**src/rtl/alu_arbiter.sv**
```systemverilog
// Round-robin arbiter sharing one ALU between two requesters. One transaction
// is in flight at a time: IDLE (grant) -> EXEC (ALU evaluates) -> RESP (hold result).
module alu_arbiter #(
    parameter int unsigned WIDTH = 32,
    parameter int unsigned OPW   = 5
) (
    input  logic             clk,
    input  logic             reset,

    input  logic             req0_valid,
    output logic             req0_ready,
    input  logic [WIDTH-1:0] req0_opA,
    input  logic [WIDTH-1:0] req0_opB,
    input  logic [OPW-1:0]   req0_op,

    input  logic             req1_valid,
    output logic             req1_ready,
    input  logic [WIDTH-1:0] req1_opA,
    input  logic [WIDTH-1:0] req1_opB,
    input  logic [OPW-1:0]   req1_op,

    output logic [WIDTH-1:0] alu_opA,
    output logic [WIDTH-1:0] alu_opB,
    output logic [OPW-1:0]   alu_op,
    input  logic [WIDTH-1:0] alu_result,
    input  logic             alu_zero,

    output logic             rsp_valid,
    input  logic             rsp_ready,
    output logic             rsp_id,
    output logic [WIDTH-1:0] rsp_result,
    output logic             rsp_zero,
    output logic             rsp_err
);

    localparam logic [1:0] StIdle = 2'd0;
    localparam logic [1:0] StExec = 2'd1;
    localparam logic [1:0] StResp = 2'd2;

    logic [1:0]       state_q, state_d;
    logic             last_grant_q, last_grant_d;
    logic [WIDTH-1:0] opa_q, opa_d;
    logic [WIDTH-1:0] opb_q, opb_d;
    logic [OPW-1:0]   op_q, op_d;
    logic             id_q, id_d;
    logic [WIDTH-1:0] rsp_result_q, rsp_result_d;
    logic             rsp_zero_q, rsp_zero_d;
    logic             rsp_err_q, rsp_err_d;

    logic grant0, grant1;
    logic op_legal;

    // Round-robin grant: on a tie the requester not granted last wins.
    always_comb begin
        grant0     = req0_valid & (~req1_valid | last_grant_q);
        grant1     = req1_valid & (~req0_valid | ~last_grant_q);
        req0_ready = (state_q == StIdle) & grant0;
        req1_ready = (state_q == StIdle) & grant1;
    end

    // Decode the registered opcode against the supported ALU operations.
    always_comb begin
        op_legal = 1'b0;
        case (op_q)
            5'b00000, 5'b00010, 5'b00110,
            5'b00100, 5'b01100, 5'b01110: op_legal = 1'b1;
            default:                      op_legal = 1'b0;
        endcase
    end

    // Next-state: capture the granted request, then the ALU outcome, then hold.
    always_comb begin
        state_d      = state_q;
        last_grant_d = last_grant_q;
        opa_d        = opa_q;
        opb_d        = opb_q;
        op_d         = op_q;
        id_d         = id_q;
        rsp_result_d = rsp_result_q;
        rsp_zero_d   = rsp_zero_q;
        rsp_err_d    = rsp_err_q;
        case (state_q)
            StIdle: begin
                if (grant0 | grant1) begin
                    opa_d        = grant1 ? req1_opA : req0_opA;
                    opb_d        = grant1 ? req1_opB : req0_opB;
                    op_d         = grant1 ? req1_op  : req0_op;
                    id_d         = grant1;
                    last_grant_d = grant1;
                    state_d      = StExec;
                end
            end
            StExec: begin
                // Illegal opcodes still spend the EXEC cycle but discard the ALU output.
                rsp_result_d = op_legal ? alu_result : '0;
                rsp_zero_d   = op_legal & alu_zero;
                rsp_err_d    = ~op_legal;
                state_d      = StResp;
            end
            StResp: begin
                if (rsp_ready) begin
                    state_d = StIdle;
                end
            end
            default: state_d = StIdle;
        endcase
    end

    // State registers with synchronous reset; last_grant resets to 1 so req0 wins first.
    always_ff @(posedge clk) begin
        if (reset) begin
            state_q      <= StIdle;
            last_grant_q <= 1'b1;
            opa_q        <= '0;
            opb_q        <= '0;
            op_q         <= '0;
            id_q         <= 1'b0;
            rsp_result_q <= '0;
            rsp_zero_q   <= 1'b0;
            rsp_err_q    <= 1'b0;
        end else begin
            state_q      <= state_d;
            last_grant_q <= last_grant_d;
            opa_q        <= opa_d;
            opb_q        <= opb_d;
            op_q         <= op_d;
            id_q         <= id_d;
            rsp_result_q <= rsp_result_d;
            rsp_zero_q   <= rsp_zero_d;
            rsp_err_q    <= rsp_err_d;
        end
    end

    // ALU and response ports are driven only from registers.
    always_comb begin
        alu_opA    = opa_q;
        alu_opB    = opb_q;
        alu_op     = op_q;
        rsp_valid  = (state_q == StResp);
        rsp_id     = id_q;
        rsp_result = rsp_result_q;
        rsp_zero   = rsp_zero_q;
        rsp_err    = rsp_err_q;
    end

endmodule

```
**config.mk**
```make
export PLATFORM = sky130hd
export DESIGN_NAME = alu_arbiter
export DESIGN_NICKNAME = d
export VERILOG_FILES = /design/src/rtl/alu_arbiter.sv
export SDC_FILE = /design/constraint.sdc
export NUM_CORES = 1
export LEC_CHECK = 0
export ABC_AREA = 1
export CAP_MARGIN = 10
export CORE_MARGIN = 3
export CORE_UTILIZATION = 40
export DETAILED_ROUTE_END_ITERATION = 10
export GPL_TIMING_DRIVEN = 0
export PLACE_DENSITY_LB_ADDON = 0.1
export SETUP_SLACK_MARGIN = 0.1
export SLEW_MARGIN = 15
export SYNTH_ARGS = -nofsm -noshare
export SYNTH_HDL_FRONTEND = slang
export SYNTH_SLANG_ARGS = --single-unit
```
**constraint.sdc**
```tcl
create_clock -name clk -period 1.44 [get_ports clk]
set_input_delay 0.144 -clock clk [delete_from_list [all_inputs] [get_ports clk]]
set_output_delay 0.144 -clock clk [all_outputs]
set_load 0.02 [all_outputs]
```
==> summary.md, run 1 <==
| Metric | Value |
|---|---|
| Status | completed |
| # diodes | 0 |
| Core Rows | 41 |
| RSZ-0062 raised after global routing | true |
| Share of power burned in registers | 35.6% |
| Io pins | 283 |
| EDFF count, synth | 0 |
| Post-detail-place hpwl | 14000 um |
| Largest family of logic cells by synthesized area | simple AND/OR/NAND/NOR gates |
| Sw frac | between 30% and 40% |
| Final Wtd Congestion | 0.856 |
| VDD IR max | 0.739 mV |
| Slowest cell on the critical path | dfxtp_4 |
| Drt first pass iters | 4 |
| Routed vias | 6269 |
| Skew-Pair Late Insertion Delay | around 360 ps |
| Yosys top cell by area | dfxtp_1 |
| WL per Instance | approximately 14 um |
| Fmax | 0.712 GHz |
| CTS sink cnt | 107 |
| HP Class | in -> reg |
| Die X | approximately 120 um |
| Setup Skew | 10.1 ps |
| Initial Utilization | 41.3% |
| Crit path DAT | 1700 ps |
| Post-Syn Nets | about 1000 |
| Yosys cell types | 17 |
| Grt total ovfl | 0 |
| Vias in the first global route | 5717 |
| Post-synth top area share | 40.7% |
| Area contributors post-synth | dfxtp_1, nand2_1, nor2_1, nand3_1, inv_1 |
| CP max stage delay | between 300 and 400 ps |
| CTS Buf Count | 9 |
| Leak | roughly 4.5 nW |
| Kind of end point of the critical path | register |
| Post-placement cell count | roughly 1300 |
| Drt initial violations | 380 |
| Max Root-Sink Buffers | 2 |
| Clock-pin slew on the worst setup and hold paths | around 80 ps |
| Adder-Cell Fraction of Synth Area | 0% |
| DRT Wirelength | 19200 um |
| Crit path max fanout | 8 |
| Initial antenna violation count | 0 |
| Overall routing resource usage | 25.0% |
| Post-synthesis mux area share | 0% |
| Full die area | ~0.015 mm^2 |
| P&R area growth vs syn | 71.3% |
| CTS root buf | clkbuf_16 |
| Max Cap Viol | 0 |
| Final setup viols | 0 |
| Register bit total from synthesis | 107 |
| Syn Inst Count | 850 |
| Core area | around 0.013 mm^2 |
| Warnings, synthesis | 0 |
| Port Buffers | 280 |
| Slack of the critical path | 36.3 ps |
| Tcrit/Tclk final | 97.5% |
| Comb pwr share | 37.4% |
| Pin count of the biggest net entering global routing | 20 |
| P_sw | about 3.4 mW |
| Worst-margin pin slew | 542 ps |
| Fillers | between 1000 and 1500 |
| Vias per inst | 4.70 |
| Critical Path Start Type | register |
| Drt drc | 0 |
| Slew headroom | 63.9% |
| Minimum clock period | 1400 ps |
| Final Hold Fails | 0 |
| Worst path cell trace | nand2_4 -> buf_8 -> nand3_4 -> nand2_8 -> buf_6 -> buf_12 -> clkbuf_16 -> nand2_1 -> nand2_1 -> nor2_1 |
| Main synth FF type | dfxtp_1 |
| Total power | 9.78 mW |
| Asr flop ratio synth | 0% |
| XOR/XNOR share of the synthesized area | 0% |
| Critical path type | reg -> reg |
| Internal power | around 6.4 mW |
| Seq/Total Area, Yosys | 40.7% |
| Dpl ws | -674 ps |
| Post-synthesis compound-gate area fraction | 3.52% |
| Nets | 1332 |
| Post-Syn Area | between 0.005 and 0.006 mm^2 |
| PwrDens | 1090 mW/mm^2 |
| Simple-gate area share of the yosys netlist | 44.1% |
| CTS tree | yes |
| Cell mode on critical path | nand2_1 |
| Critical path required time | 1740 ps |
| Antenna viol nets, final | 0 |
| Post-Syn Area per Cell | 6.19 um^2 |
| First-pass GRT wire length | around 29000 um |
| Share of post-route cells with drive strength above 1 | 9.47% |
| Fin cells | 1333 |
| Clock share of power | 27.0% |
| Die Y-Extent | roughly 120 um |
| Count of pins over their slew limit | 0 |
| CTS HTree Levels | 3 |
| Post-CTS Hold Fix Bufs | 0 |
## worst max-delay path: cells and delay by family, from the launching register on
family | cells | cell delay [ps]
buffers and inverters | 4 | 540
DFF | 1 | 370
and+or+nand+nor | 6 | 430
## worst paths after layout
path                   from             end  slack (ps)  cells after the start
max            last_grant_q      alu_opA[2]          40                     10
min                   reset   rsp_result[1]         250                      2
max reg2reg    last_grant_q      alu_opA[2]          40                     10
min reg2reg  rsp_result[11]  rsp_result[11]         460                      2
## registers in the layout, indices dropped and copies added (netlist names)
| signal | count |
|---|---|
| alu_op | 5 |
| rsp_zero | 1 |
| alu_opB | 32 |
| rsp_id | 1 |
| state_q | 2 |
| rsp_err | 1 |
| rsp_result | 32 |
| alu_opA | 32 |
| last_grant_q | 1 |
## power groups by stage
stage	Combinational, mW	Sequential (mW)	Clock, mW
floorplan	1.37	3.97	0
detailed placement	3.37	3.56	0
global placement	3.35	3.54	0
global route	3.99	3.53	2.79
CTS	3.29	3.48	2.67
finish	3.66	3.48	2.64
## kinds of logic after synthesis
family | after synthesis
buf+inv | 138
compound gates | 37
simple gates | 568
flops | 107
## placed cells by master, fill, tap and decap left out, types with 10 or more instances in the layout
cell type and instances:
a21oi_1 36, buf_2 16, buf_8 10, clkbuf_1 16, clkbuf_16 15, clkdlybuf4s50_1 173
dfxtp_1 104, dlygate4sd2_1 104, inv_1 76, nand2_1 309, nand3_1 71, nand4_1 33
nor2_1 124, nor2_4 11
## layout make-up
type	count	area, um^2	area share, %
timing repair buffer	295	2940	32.6
multi-input combinational	605	2660	29.5
sequential	107	2150	23.8
buffer	60	449	4.99
inverter	78	293	3.25
clock buffer	10	229	2.54
tap	172	215	2.39
clock inverter	6	78.8	0.875
## Yosys cell counts (2+ instances only)
library cell / count
nor2_1: 142
a21oi_1: 36
dfxtp_1: 107
buf_6: 5
buf_4: 10
nand3_1: 73
nand2_1: 315
clkbuf_1: 25
buf_2: 18
nand4_1: 33
buf_1: 2
inv_1: 76
inv_2: 2
nand2_2: 3
## per-layer routing
metal	wire length, um	global-route usage (%)	share of wire, %
met1	7830	30.0	41
met2	9470	43.3	49
met3	1560	7.34	8.2
met4	283	7.08	1.5
met5	0	0	0
## through the flow
step / cell area [um^2] / utilization [%] / TNS (ps) / hold WS, ps
after floorplan: 5260 / - / 0 / 311
after global placement: 8280 / 65.1 / -19430 / 451
after detailed placement: 8280 / 65.1 / -20400 / 454
after CTS: 8600 / 67.6 / -497 / 224
after global routing: 9010 / 70.8 / -39.7 / 290
final: 9010 / 70.8 / 0 / 246
## timing repair
action                                  in CTS  in global routing
endpoints found under the setup margin     189                102
setup buffers                                3                  5
cloned                                       1                  6
resized for setup                          152                 65
pin swaps                                    3                 21
endpoints found under the hold margin        0                  0
(Power assumes the default switching activity.)
==> inputs of run 2 (changes only) <==
RECOVER_POWER = 100   (was default)
==> results of run 2 <==
Same layout as run 1: the final DEF is identical, and so are final timing and power.
